### src/rtl/tdc_meas_sequencer.sv
// TDC measurement sequencer: arms the TDC, waits for a result or timeout, and streams
// an 8-byte record (header, seq, coarse, fine, flags, checksum) to the UART transmitter.
module tdc_meas_sequencer #(
    parameter int unsigned COARSE_W    = 24,
    parameter int unsigned FINE_W      = 8,
    parameter int unsigned TIMEOUT_CYC = 100_000_000,
    parameter int unsigned HOLDOFF_CYC = 1000
) (
    input  logic                i_clk_100m,
    input  logic                i_rst,
    input  logic                i_enable,
    output logic                o_tdc_arm,
    input  logic                i_tdc_valid,
    input  logic [COARSE_W-1:0] i_tdc_coarse,
    input  logic [FINE_W-1:0]   i_tdc_fine,
    input  logic                i_tdc_overflow,
    output logic                o_tx_valid,
    output logic [7:0]          o_tx_data,
    input  logic                i_tx_ready,
    output logic                o_busy,
    output logic                o_timeout_pulse
);

    localparam int unsigned TO_W = $clog2(TIMEOUT_CYC);
    localparam int unsigned HO_W = (HOLDOFF_CYC > 1) ? $clog2(HOLDOFF_CYC) : 1;
    localparam logic [TO_W-1:0] TO_LAST = TO_W'(TIMEOUT_CYC - 1);
    localparam logic [HO_W-1:0] HO_LAST = HO_W'(HOLDOFF_CYC - 1);

    typedef enum logic [2:0] {StIdle, StArm, StWait, StSend, StHold} state_e;

    state_e          r_state;
    logic            r_tdc_arm;
    logic            r_tx_valid;
    logic [7:0]      r_tx_data;
    logic            r_busy;
    logic            r_timeout_pulse;
    logic [23:0]     r_coarse;
    logic [7:0]      r_fine;
    logic [2:0]      r_flags;
    logic [7:0]      r_seq;
    logic            r_missed;
    logic [2:0]      r_idx;
    logic [TO_W-1:0] r_to_cnt;
    logic [HO_W-1:0] r_hold_cnt;

    logic [23:0]     w_coarse_ext;
    logic [7:0]      w_fine_ext;
    logic [2:0]      w_idx_next;
    logic [7:0]      w_chk;
    logic [7:0]      w_byte_next;
    logic            w_stray_valid;

    assign w_coarse_ext  = 24'(i_tdc_coarse);
    assign w_fine_ext    = 8'(i_tdc_fine);
    assign w_idx_next    = r_idx + 3'd1;
    assign w_stray_valid = i_tdc_valid & (r_state != StWait);
    assign w_chk = r_seq ^ r_coarse[23:16] ^ r_coarse[15:8] ^ r_coarse[7:0] ^ r_fine
                 ^ {5'b0, r_flags};

    always_comb begin
        w_byte_next = 8'hA5;
        case (w_idx_next)
            3'd1:    w_byte_next = r_seq;
            3'd2:    w_byte_next = r_coarse[23:16];
            3'd3:    w_byte_next = r_coarse[15:8];
            3'd4:    w_byte_next = r_coarse[7:0];
            3'd5:    w_byte_next = r_fine;
            3'd6:    w_byte_next = {5'b0, r_flags};
            3'd7:    w_byte_next = w_chk;
            default: w_byte_next = 8'hA5;
        endcase
    end

    always_ff @(posedge i_clk_100m) begin
        if (i_rst) begin
            r_state         <= StIdle;
            r_tdc_arm       <= 1'b0;
            r_tx_valid      <= 1'b0;
            r_tx_data       <= 8'h00;
            r_busy          <= 1'b0;
            r_timeout_pulse <= 1'b0;
            r_coarse        <= '0;
            r_fine          <= '0;
            r_flags         <= '0;
            r_seq           <= '0;
            r_missed        <= 1'b0;
            r_idx           <= '0;
            r_to_cnt        <= '0;
            r_hold_cnt      <= '0;
        end else begin
            r_timeout_pulse <= 1'b0;
            case (r_state)
                StIdle: begin
                    if (i_enable) begin
                        r_state <= StArm;
                        r_busy  <= 1'b1;
                    end
                end
                StArm: begin
                    r_to_cnt <= '0;
                    if (i_enable) begin
                        r_state   <= StWait;
                        r_tdc_arm <= 1'b1;
                    end else begin
                        r_state <= StIdle;
                        r_busy  <= 1'b0;
                    end
                end
                StWait: begin
                    if (!i_enable) begin
                        r_state   <= StIdle;
                        r_tdc_arm <= 1'b0;
                        r_busy    <= 1'b0;
                    end else if (i_tdc_valid) begin
                        // A result arriving on the timeout cycle still counts as a result.
                        r_coarse   <= w_coarse_ext;
                        r_fine     <= w_fine_ext;
                        r_flags    <= {r_missed, i_tdc_overflow, 1'b0};
                        r_tdc_arm  <= 1'b0;
                        r_idx      <= '0;
                        r_tx_valid <= 1'b1;
                        r_tx_data  <= 8'hA5;
                        r_state    <= StSend;
                    end else if (r_to_cnt == TO_LAST) begin
                        r_coarse        <= '0;
                        r_fine          <= '0;
                        r_flags         <= {r_missed, 1'b0, 1'b1};
                        r_timeout_pulse <= 1'b1;
                        r_tdc_arm       <= 1'b0;
                        r_idx           <= '0;
                        r_tx_valid      <= 1'b1;
                        r_tx_data       <= 8'hA5;
                        r_state         <= StSend;
                    end else begin
                        r_to_cnt <= r_to_cnt + 1'b1;
                    end
                end
                StSend: begin
                    if (i_tx_ready) begin
                        if (r_idx == 3'd7) begin
                            r_tx_valid <= 1'b0;
                            r_seq      <= r_seq + 8'd1;
                            r_missed   <= 1'b0;
                            r_hold_cnt <= '0;
                            r_state    <= StHold;
                        end else begin
                            r_idx     <= w_idx_next;
                            r_tx_data <= w_byte_next;
                        end
                    end
                end
                StHold: begin
                    if (r_hold_cnt == HO_LAST) begin
                        r_state <= i_enable ? StArm : StIdle;
                        r_busy  <= i_enable;
                    end else begin
                        r_hold_cnt <= r_hold_cnt + 1'b1;
                    end
                end
                default: r_state <= StIdle;
            endcase
            // Placed after the case so a stray result beats the end-of-record clear.
            if (w_stray_valid) r_missed <= 1'b1;
        end
    end

    assign o_tdc_arm       = r_tdc_arm;
    assign o_tx_valid      = r_tx_valid;
    assign o_tx_data       = r_tx_data;
    assign o_busy          = r_busy;
    assign o_timeout_pulse = r_timeout_pulse;

endmodule

### config.mk
export PLATFORM = sky130hd
export DESIGN_NAME = tdc_meas_sequencer
export DESIGN_NICKNAME = d
export VERILOG_FILES = /design/src/rtl/tdc_meas_sequencer.sv
export SDC_FILE = /design/constraint.sdc
export NUM_CORES = 1
export LEC_CHECK = 0
export CAP_MARGIN = 20
export CORE_ASPECT_RATIO = 1.25
export CORE_MARGIN = 3
export CORE_UTILIZATION = 27
export CTS_CLUSTER_DIAMETER = 100
export DETAILED_ROUTE_END_ITERATION = 6
export HOLD_SLACK_MARGIN = 0.03
export PLACE_DENSITY = 0.53
export SYNTH_ARGS = -nofsm -noshare
export SYNTH_HDL_FRONTEND = slang
export SYNTH_SLANG_ARGS = --single-unit
### constraint.sdc
create_clock -name i_clk_100m -period 5.6 [get_ports i_clk_100m]
set_input_delay 1.12 -clock i_clk_100m [delete_from_list [all_inputs] [get_ports i_clk_100m]]
set_output_delay 1.12 -clock i_clk_100m [all_outputs]
set_load 0.01 [all_outputs]
Word level (Yosys, flattened, before mapping)

Cells that the tools add are included.

Bits of input ports: 38
Logic and storage cells: 129
Flip-flop bits (word level): 99

Reductions and logical operators: 21
Add/subtract/negate cells: 4
Bitwise gates (word level): 8
Mux-type cells: 54
Eq/ne operators: 28

Operators by type and width:

| cell                                                 | number |
|---|---|
| two-way mux 27 bit                                   | 3 |
| two-way mux 8 bit                                    | 7 |
| one-hot mux 8 bit (7 select lines)                   | 1 |
| one-hot mux 27 bit (2 select lines)                  | 1 |
| two-way mux 24 bit                                   | 2 |
| two-way mux 3 bit                                    | 14 |
| XOR 8 bit                                            | 4 |
| two-way mux 10 bit                                   | 3 |
| adder 27 x 1 -> 27 bit (second input constant)       | 1 |
| equality test 27 bit (second input constant)         | 1 |
| != test 2 bit (second input constant)                | 11 |
| one-hot mux 10 bit (2 select lines)                  | 1 |
| equality test 3 bit (second input constant)          | 6 |
| one-hot mux 8 bit (2 select lines)                   | 1 |
| two-way mux 1 bit                                    | 15 |
| one-hot mux 3 bit (5 select lines)                   | 1 |
| AND reduction 5 bit                                  | 3 |
| nonzero test 2 bit                                   | 7 |
| equality test 3 x 2 -> 1 bit (second input constant) | 4 |
| AND reduction 3 bit                                  | 4 |
| AND reduction 4 bit                                  | 3 |
| adder 10 x 1 -> 10 bit (second input constant)       | 1 |
| equality test 10 bit (second input constant)         | 1 |
| adder 8 x 1 -> 8 bit (second input constant)         | 1 |
| 16 further kinds                                     | 19 |

Logic depth before layout (Yosys ltp)

Gate-level depths: netlist (run 1).

Depth in word-level cells: 9
Gate-level depth with buffers: 9
Mapped depth without buffers: 7

Worst setup path before layout (run 1)

Ideal clock, no wire load.

Kind: input to register
Start point: in i_enable
End point: reg r_to_cnt[26]
Setup slack: 3.036 ns
Stages on the path: 6
Required time: 5.530 ns
Library setup time: 0.070 ns
Arrival time: 2.493 ns
Cells stage by stage: buf_2 -> nand4bb_1 -> nor4b_1 -> nand4b_1 -> or3_1 -> a21oi_1

Longest elaborated chain between the ends: 2

Ends and longest elaborated chain:

| item                          | line | source |
|---|---|---|
| start, declared               | 11   | `input logic i_enable,` |
| != test 2 bit (no line)       | n/a  |  |
| AND reduction 4 bit (no line) | n/a  |  |
| end signal, assigned          | 135  | `r_to_cnt <= r_to_cnt + 1'b1;` |
| end, declared                 | 43   | `logic [TO_W-1:0] r_to_cnt;` |

Every way passes these cells.
A chain may end at the register's enable or synchronous reset.

Final worst setup path (run 1)

Start point: in i_enable
End point: reg r_to_cnt[11]

Same word-level chain as after synthesis.

==> impl_metrics.json, run 1 <==
{
  "avgRoutedWirePerCell_um": 16.3,
  "area_used_by_multi_input_combinational_logic_um2": 2810,
  "detailed_route_drc_error_count": 0,
  "dr.first_iter.drc_count": 356,
  "place_worst_setup_slack_ps": 2080,
  "ctsHtreeMaxLevel": 3,
  "post-cts-setup-buffer-count": 0,
  "placement_rows": 54,
  "worst_path_dominant_cell_family": "simple AND/OR/NAND/NOR gates",
  "ys_dominant_reg_cell": "sky130_fd_sc_hd__dfxtp_1",
  "clock_latency_ps": 360,
  "dp.final_hpwl_um": 9430,
  "timing.rr.start": "r_idx[1]",
  "syn_nets": 601,
  "final-setup-viol-count": 0,
  "setup_total_negative_slack_ps": 0,
  "critical_path_peak_fanout": 11,
  "route.vias.total": 4358,
  "pin_count_of_the_biggest_net_entering_global_routing": 37,
  "hold_path.startpoint": "o_tx_valid",
  "async_reset_ff_share_pct": 0,
  "ctsLongestPathBuffers": 2,
  "cp_data_required_time_ps": 5890,
  "cts_num_sinks": 99,
  "grt_pass1_wl_um": 21400,
  "total_power_uw": 1450,
  "initial_core_util_pct": 28.0,
  "filler_cell_count": 1854,
  "gr-usage-all-layers_pct": 13.1,
  "numCtsBuffers": 9,
  "cts_hold_repair.buffers": 0,
  "final.setup.worst_slack_ps": 2450,
  "cp_slowest_cell": "sky130_fd_sc_hd__clkdlybuf4s50_1",
  "period_minus_slack_ps": 3150,
  "cp.arrival_ps": 3440,
  "floorplan.die.height_um": 158,
  "syn_area_um2": 4970,
  "seq_area_frac_synth_pct": 39.8,
  "hold_path.class": "flip-flop to flip-flop",
  "vdd_ir_drop_max_mv": 0.174,
  "synth_cell_types": 61,
  "cap_violations": 0,
  "final_hold_viols": 0,
  "ys_seq_elements": 99,
  "crit_path_start": "i_enable",
  "final_nets": 630,
  "post_route_cells_drive_above_1_share_pct": 5.27,
  "routed_wl_um": 13300,
  "clock_skew_ps": 13.2,
  "post_cts_gate_resize_count": 0,
  "design.portCount": 50,
  "synth_area_per_cell_um2": 8.98,
  "tritoncts": "yes",
  "number_of_global_route_vias_before_repair": 4187,
  "start_kind": "input port",
  "gp_routability_congestion": 0.855,
  "die_width_um": 127,
  "die-area_um2": 20100,
  "cellPowerDensity_nw_per_um2": 243,
  "slew_violations": 0,
  "slew_headroom_pct": 38.3,
  "max_slew.worst_pin.slew_ps": 923,
  "count_of_flip_flops_with_a_built_in_enable_after_synthesis": 0,
  "syn-instance-count": 554,
  "drt_pass_1_iters": 6,
  "antenna_cells": 0,
  "area.growth.synth_to_final_pct": 19.8,
  "fin_crit_sh_pct": 56.2,
  "global_route.overflow_total": 0,
  "outcome": "finished clean",
  "antenna_found_initial": 0,
  "ant_nets": 0,
  "achievable-frequency_mhz": 318,
  "count_of_buffering_cells_on_the_critical_path_with_inverters_included": 1,
  "critical_path_class": "input port to flip-flop",
  "commonest_non_fill_non_tap_cell_in_the_layout": "sky130_fd_sc_hd__dfxtp_1",
  "viasPerCell": 5.37,
  "core_um2": 17800,
  "most-common-layout-cells": "sky130_fd_sc_hd__dfxtp_1 (99), sky130_fd_sc_hd__clkdlybuf4s50_1 (49), sky130_fd_sc_hd__a21oi_1 (40)",
  "seqCellArea_um2": 1980,
  "clock_root_cell": "sky130_fd_sc_hd__clkbuf_16",
  "endpoint_kind": "flip-flop",
  "grt_setup_unrepaired": "no",
  "number_of_warnings_printed_during_yosys_synthesis": 0,
  "cellLeakagePower_uw": 0.00201,
  "clk_pin_slew_ps": 80,
  "buffer_ports.inserted": 49,
  "crit_path_cell_trace": "clkdlybuf4s50_1, nand4bb_1, nor2_1, nand2_1, or4_1, a21oi_1",
  "timing.critical_path.slowest_cell_delay_ps": 640
}
area by class of cell:
type | count | share of cell area, %
Clock inverter | 7 | 1.45
Inverter | 11 | 0.693
Tap cell | 224 | 4.70
Sequential cell | 99 | 33.3
Clock buffer | 9 | 3.78
Timing Repair Buffer | 55 | 8.99
Multi-Input combinational cell | 407 | 47.1
power by group:
part	leakage (uW)	internal, uW	switching (uW)
Clock	0.000151	321	322
Sequential	0.000798	709	7.61
Combinational	0.00106	43.4	42.2
worst reg2reg max path: cells and delay by family, from the launching register on:
family | cells | cell delay, ps
adders and majority gates | 2 | 800
DFF | 1 | 370
AOI/OAI and AO/OA | 4 | 900
and+or+nand+nor | 1 | 770
final timing paths:
check	slack [ps]	cells after the start	to
max	2450	6	r_to_cnt[11]
min	470	2	o_tx_valid
max reg2reg	2650	7	o_tx_data[7]
min reg2reg	470	2	o_tx_valid
sequential cells by signal (all words and copies together), names as in the netlist:
register	count
r_hold_cnt	10
o_busy	1
o_tdc_arm	1
r_coarse	24
r_idx	3
r_flags	3
r_state	3
r_seq	8
r_to_cnt	27
o_tx_valid	1
r_fine	8
o_timeout_pulse	1
o_tx_data	8
r_missed	1
cells by family after synthesis:
kind of cell             after synthesis  synth area share (%)
AND/OR/NAND/NOR                      186                  20.2
AO/OA/AOI/OAI                        152                  22.0
flip-flops                            99                  39.8
XOR/XNOR                              54                  10.6
buffers and inverters                 48                  3.90
adder cells (fa/ha/maj)               10                  2.46
multiplexers                           5                  1.03
synth_stat cells (11+ instances only):
cell type,instances,area (um2)
sky130_fd_sc_hd__clkbuf_1,25,93.8
sky130_fd_sc_hd__nand3_1,27,135
sky130_fd_sc_hd__inv_1,11,41.3
sky130_fd_sc_hd__o21ai_0,14,70.1
sky130_fd_sc_hd__dfxtp_1,99,1980
sky130_fd_sc_hd__nand4_1,14,87.6
sky130_fd_sc_hd__nor2_1,36,135
sky130_fd_sc_hd__nand2_1,38,143
sky130_fd_sc_hd__xor2_1,14,123
sky130_fd_sc_hd__buf_2,11,55.1
sky130_fd_sc_hd__a21oi_1,41,205
sky130_fd_sc_hd__a22o_1,36,315
sky130_fd_sc_hd__xnor2_1,36,315
routing by layer:
metal / vias to the layer above / global-route usage (%) / routed length [um]
met3: 22 / 3.21 / 645
met1: 2073 / 15.8 / 5740
met4: 0 / 3.78 / 245
li1: 2141 / - / -
met2: 122 / 23.1 / 6630
met5: - / 0 / 0
metrics by stage:
stage | hold WS (ps) | instances | cell area (um2) | utilization [%]
after CTS | 477 | 811 | 5950 | 33.5
after global routing | 501 | 812 | 5960 | 33.5
after detailed placement | 465 | 795 | 5640 | 31.7
final | 469 | 812 | 5960 | 33.5
after floorplan | 434 | 554 | 4970 | -
after global placement | 434 | 795 | 5640 | 31.7
No activity file was read; power rests on OpenSTA's default activity.
==> run 2, diff against run 1 <==
==> constraint.sdc (replaced) <==
create_clock -name i_clk_100m -period 2.95 [get_ports i_clk_100m]
set_input_delay 0.59 -clock i_clk_100m [delete_from_list [all_inputs] [get_ports i_clk_100m]]
set_output_delay 0.59 -clock i_clk_100m [all_outputs]
set_load 0.01 [all_outputs]
==> run 2 against run 1 <==
Against the previous run: clock power is 89% higher; clock skew rose by 4.0 ps; flip-flop and latch count is the same; critical path depth did not move; sequential share of layout area down 0.47 points; utilization is 0.48 points higher; highest routed layer unchanged; largest cell class unchanged; critical endpoint is now o_tx_data[7].
==> impl_metrics.json, run 2 (synthesis results as in run 1) <==
{
  "outcome": "finished clean",
  "timing.critical_path.slowest_cell_delay_ps": 730,
  "clk_pin_slew_ps": 80,
  "area_used_by_multi_input_combinational_logic_um2": 2810,
  "max_slew.worst_pin.slew_ps": 563,
  "routed_wl_um": 13400,
  "clock_skew_ps": 17.3,
  "placement_rows": 54,
  "final_core_util_pct": 34.0,
  "cellLeakagePower_uw": 0.00207,
  "crit_path_cell_trace": "ha_1, a2111oi_0, or4b_1, a2111oi_0, a21oi_1, o211a_1",
  "ctsHtreeMaxLevel": 3,
  "final.setup.worst_slack_ps": 422,
  "dp.final_hpwl_um": 9770,
  "design.portCount": 50,
  "cpMostUsedCell": "sky130_fd_sc_hd__a2111oi_0",
  "most-common-layout-cells": "sky130_fd_sc_hd__dfxtp_1 (99), sky130_fd_sc_hd__clkdlybuf4s50_1 (49), sky130_fd_sc_hd__a21oi_1 (40)",
  "start_kind": "flip-flop",
  "final_nets": 641,
  "number_of_global_route_vias_before_repair": 4148,
  "cp_data_required_time_ps": 3210,
  "largest_registers": "r_to_cnt: 27 flops, r_coarse: 24 flops, r_hold_cnt: 10 flops",
  "final_hold_viols": 0,
  "antenna_cells": 0,
  "gp_routability_congestion": 0.856,
  "period_minus_slack_ps": 2530,
  "setup_total_negative_slack_ps": 0,
  "final-setup-viol-count": 0,
  "gr-usage-all-layers_pct": 13.4,
  "endpoint_kind": "flip-flop",
  "numCtsBuffers": 9,
  "global_route.overflow_total": 0,
  "cts_num_sinks": 99,
  "largest_reg_flops": 27,
  "post_route_cells_drive_above_1_share_pct": 7.01,
  "total_power_uw": 2750,
  "grt_pass1_wl_um": 21600,
  "clock_root_cell": "sky130_fd_sc_hd__clkbuf_16",
  "dr.first_iter.drc_count": 340,
  "registers.top_by_ff_count": "r_to_cnt",
  "detailed_route_drc_error_count": 0,
  "ctsLongestPathBuffers": 2,
  "slew_violations": 0,
  "pin_count_of_the_biggest_net_entering_global_routing": 36,
  "route.vias.total": 4377,
  "fin_crit_sh_pct": 85.7,
  "hold_path.class": "flip-flop to flip-flop",
  "cts_hold_repair.buffers": 0,
  "buffer_ports.inserted": 49,
  "core_um2": 17800,
  "count_of_buffering_cells_on_the_critical_path_with_inverters_included": 0,
  "initial_core_util_pct": 28.0,
  "vdd_ir_drop_max_mv": 0.269,
  "critical_path_class": "flip-flop to flip-flop",
  "seqCellArea_um2": 1980,
  "drt_pass_1_iters": 5,
  "slew_headroom_pct": 62.4,
  "cp_slowest_cell": "sky130_fd_sc_hd__or4b_1",
  "place_worst_setup_slack_ps": 359,
  "post_cts_gate_resize_count": 0,
  "ant_nets": 0,
  "whs_ps": 448,
  "achievable-frequency_mhz": 396,
  "area.growth.synth_to_final_pct": 21.5,
  "critical_path_peak_fanout": 9,
  "grt_setup_unrepaired": "no",
  "avgRoutedWirePerCell_um": 16.2,
  "tritoncts": "yes",
  "cap_violations": 0,
  "viasPerCell": 5.32,
  "filler_cell_count": 1834,
  "die-area_um2": 20100,
  "cp.arrival_ps": 2790,
  "clock_latency_ps": 370,
  "commonest_non_fill_non_tap_cell_in_the_layout": "sky130_fd_sc_hd__dfxtp_1",
  "floorplan.die.height_um": 158,
  "die_width_um": 127,
  "cellPowerDensity_nw_per_um2": 455,
  "post-cts-setup-buffer-count": 0,
  "worst_path_dominant_cell_family": "compound AO/OA/AOI/OAI gates",
  "antenna_found_initial": 0
}
[run 2: power breakdown]
part	switching (uW)	leakage, uW	total [uW]	internal, uW
combinational	81.0	0.00112	169	88.4
clock	610	0.000152	1220	611
sequential	13.3	0.000798	1360	1350
[run 2: final cells by class]
cell class / count / area share (%)
repair buffers: 66 / 10.2
well taps: 224 / 4.64
inverters: 11 / 0.683
clock buffers: 9 / 3.73
clock inverters: 7 / 1.47
flip-flops and latches: 99 / 32.8
multi-input cells: 407 / 46.5
[run 2: final timing paths]
check	startpoint	endpoint	slack (ps)	depth (start not counted)
setup reg to reg	r_idx[1]	o_tx_data[7]	420	6
hold / removal	o_tx_valid	o_tx_valid	450	2
hold reg to reg	o_tx_valid	o_tx_valid	450	2
setup / recovery	r_idx[1]	o_tx_data[7]	420	6
[run 2: worst reg2reg max path, stage by stage (launching register included)]
cell and delay (ps):
sky130_fd_sc_hd__dfxtp_1 450, sky130_fd_sc_hd__ha_1 440, sky130_fd_sc_hd__a2111oi_0 180, sky130_fd_sc_hd__or4b_1 730
sky130_fd_sc_hd__a2111oi_0 430, sky130_fd_sc_hd__a21oi_1 80, sky130_fd_sc_hd__o211a_1 140
[run 2: through the flow]
stage	std cells	cell area (um2)
final	823	6040
after floorplan	554	4970
after detailed placement	807	5730
after global routing	823	6040
after global placement	807	5730
after CTS	823	6040
[run 2: metal layers]
layer  global-route usage (%)  up-vias  routed length (um)
li1                         -     2167                   -
met5                        0        -                   0
met1                     16.8     2065                5980
met4                     6.03        0                 319
met3                     2.60       25                 606
met2                     22.2      120                6470
==> run 3, diff against run 2 <==
--- a/config.mk
+++ b/config.mk
@@ -5,6 +5,7 @@
 export SDC_FILE = /design/constraint.sdc
 export NUM_CORES = 1
 export LEC_CHECK = 0
+export ABC_CLOCK_PERIOD_IN_PS = 3100
 export CAP_MARGIN = 20
 export CORE_ASPECT_RATIO = 1.25
 export CORE_MARGIN = 3
@@ -13,6 +14,7 @@
 export DETAILED_ROUTE_END_ITERATION = 6
 export HOLD_SLACK_MARGIN = 0.03
 export PLACE_DENSITY = 0.53
+export SETUP_SLACK_MARGIN = 0.5
 export SYNTH_ARGS = -nofsm -noshare
 export SYNTH_HDL_FRONTEND = slang
 export SYNTH_SLANG_ARGS = --single-unit
==> constraint.sdc (replaced) <==
create_clock -name i_clk_100m -period 3.1 [get_ports i_clk_100m]
set_input_delay 0.62 -clock i_clk_100m [delete_from_list [all_inputs] [get_ports i_clk_100m]]
set_output_delay 0.62 -clock i_clk_100m [all_outputs]
set_load 0.01 [all_outputs]
==> run 3 against run 2 <==
Against the previous run: worst hold slack got worse by 2.4 ps; die area did not move; first-iteration DRC count rose by 2.9%; fmax rose by 2.9%; flip-flop and latch count did not move; count of clock-buffer cells in the layout did not move; setup slack improved by 220 ps; highest routed layer unchanged; routed wire length rose by 0.35%; power fell by 5.0%; non-clock buffer count fell by 3; clock skew fell by 5.3 ps; utilization fell by 0.13 points.
==> impl_metrics.json, run 3 (synthesis results as in run 1) <==
{
  "gp_routability_congestion": 0.842,
  "dp.final_hpwl_um": 9690,
  "count_of_placed_standard_cells_in_the_final_layout_fillers_left_out": 820,
  "grt_pass1_wl_um": 22100,
  "core_um2": 17800,
  "floorplan.die.height_um": 158,
  "cp.arrival_ps": 2720,
  "largest_registers": "r_to_cnt: 27 flops, r_coarse: 24 flops, r_hold_cnt: 10 flops",
  "global_route.overflow_total": 0,
  "initial_core_util_pct": 28.0,
  "area.growth.synth_to_final_pct": 21.0,
  "ctsLongestPathBuffers": 2,
  "route.vias.total": 4310,
  "grt_setup_unrepaired": "yes",
  "start_kind": "flip-flop",
  "vdd_ir_drop_max_mv": 0.253,
  "pin_count_of_the_biggest_net_entering_global_routing": 36,
  "final_nets": 638,
  "die_width_um": 127,
  "commonest_non_fill_non_tap_cell_in_the_layout": "sky130_fd_sc_hd__dfxtp_1",
  "design.portCount": 50,
  "fin_crit_sh_pct": 79.3,
  "largest_reg_flops": 27,
  "cap_violations": 0,
  "slew_headroom_pct": 63.3,
  "max_slew.worst_pin.slew_ps": 544,
  "placement_rows": 54,
  "total_power_uw": 2610,
  "holdPathEnd": "o_tx_valid",
  "timing.rr.start": "r_idx[1]",
  "most-common-layout-cells": "sky130_fd_sc_hd__dfxtp_1 (99), sky130_fd_sc_hd__clkdlybuf4s50_1 (49), sky130_fd_sc_hd__a21oi_1 (40)",
  "reg2reg_depth": 7,
  "reg2reg_slack_ps": 640,
  "slew_violations": 0,
  "routed_wl_um": 13400,
  "ctsHtreeMaxLevel": 3,
  "final_core_util_pct": 33.9,
  "dr.first_iter.drc_count": 350,
  "final_hold_viols": 0,
  "critical_path_peak_fanout": 9,
  "buffer_ports.inserted": 49,
  "cell_depth_of_the_worst_hold_path": 2,
  "detailed_route_drc_error_count": 0,
  "antenna_found_initial": 0,
  "hold_path.startpoint": "o_tx_valid",
  "hold_path.class": "flip-flop to flip-flop",
  "clock_skew_ps": 11.9,
  "avgRoutedWirePerCell_um": 16.4,
  "final-setup-viol-count": 0,
  "cts_num_sinks": 99,
  "clk_pin_slew_ps": 80,
  "numCtsBuffers": 9,
  "critical_path_class": "flip-flop to flip-flop",
  "number_of_global_route_vias_before_repair": 4315,
  "outcome": "finished clean",
  "clock_latency_ps": 360,
  "clock_root_cell": "sky130_fd_sc_hd__clkbuf_16",
  "setup_total_negative_slack_ps": 0,
  "achievable-frequency_mhz": 407,
  "registers.top_by_ff_count": "r_to_cnt",
  "antenna_cells": 0,
  "regToRegEndpoint": "o_tx_data[5]",
  "period_minus_slack_ps": 2460,
  "dp_cells": 804,
  "drt_pass_1_iters": 6,
  "cp_data_required_time_ps": 3360,
  "ant_nets": 0,
  "viasPerCell": 5.26,
  "endpoint_kind": "flip-flop",
  "post_route_cells_drive_above_1_share_pct": 7.05,
  "tritoncts": "yes",
  "cellLeakagePower_uw": 0.00205,
  "gr-usage-all-layers_pct": 13.6,
  "cellPowerDensity_nw_per_um2": 434,
  "die-area_um2": 20100
}
==> run 3: per-layer routing <==
layer	up-vias	share of wire (%)	GRT usage, %
met5	-	0	0
met4	0	1.5	4.19
met3	14	5.1	3.48
met2	111	48	22.9
met1	2031	45	17.0
li1	2154	-	-
==> run 3: final cells by class <==
type                    instances  area [um2]
fillers                      1832       11800
multi-input cells             407        2820
flip-flops and latches         99        1980
repair buffers                 63         596
well taps                     224         280
clock buffers                   9         225
clock inverters                 7        76.3
inverters                      11        41.3
==> run 3: repair_timing <==
| action | in CTS | in global routing |
|---|---|---|
| hold buffers | 0 | 0 |
| buffers inserted | 0 | 0 |
| resized for setup | 1 | 3 |
| endpoints found under the setup margin | 1 | 4 |
==> run 3: worst max-delay path by stage <==
stage,from,to,slack (ps),cells after the start
after floorplan,r_idx[1],o_tx_data[5],920,8
after global placement,i_enable,r_to_cnt[11],500,6
after detailed placement,i_enable,r_to_cnt[26],420,6
after CTS,r_idx[1],o_tx_data[5],510,6
after global routing,r_idx[1],o_tx_data[5],470,7
final,r_idx[1],o_tx_data[5],640,7
==> run 3: worst max-delay path: stages, from the launching register on <==
cell and delay (ps):
sky130_fd_sc_hd__dfxtp_1 370, sky130_fd_sc_hd__ha_1 220, sky130_fd_sc_hd__ha_1 290, sky130_fd_sc_hd__a2111oi_0 90, sky130_fd_sc_hd__or4b_1 740, sky130_fd_sc_hd__a2111oi_1 420, sky130_fd_sc_hd__a21oi_1 80, sky130_fd_sc_hd__o211a_1 140
==> run 3: power breakdown <==
part / switching [uW] / internal [uW] / total (uW)
combinational: 76.0 / 82.1 / 158
clock: 582 / 577 / 1160
sequential: 14.5 / 1280 / 1290
==> run 3: stage by stage <==
step           setup WS (ps)  instance area (um2)  hold WS, ps
6_report                 642                 6020          446
4_1_cts                  509                 6010          450
3_3_place_gp             498                 5710          433
2_1_floorplan            916                 4970          434
3_5_place_dp             423                 5710          439
5_1_grt                  467                 6020          460
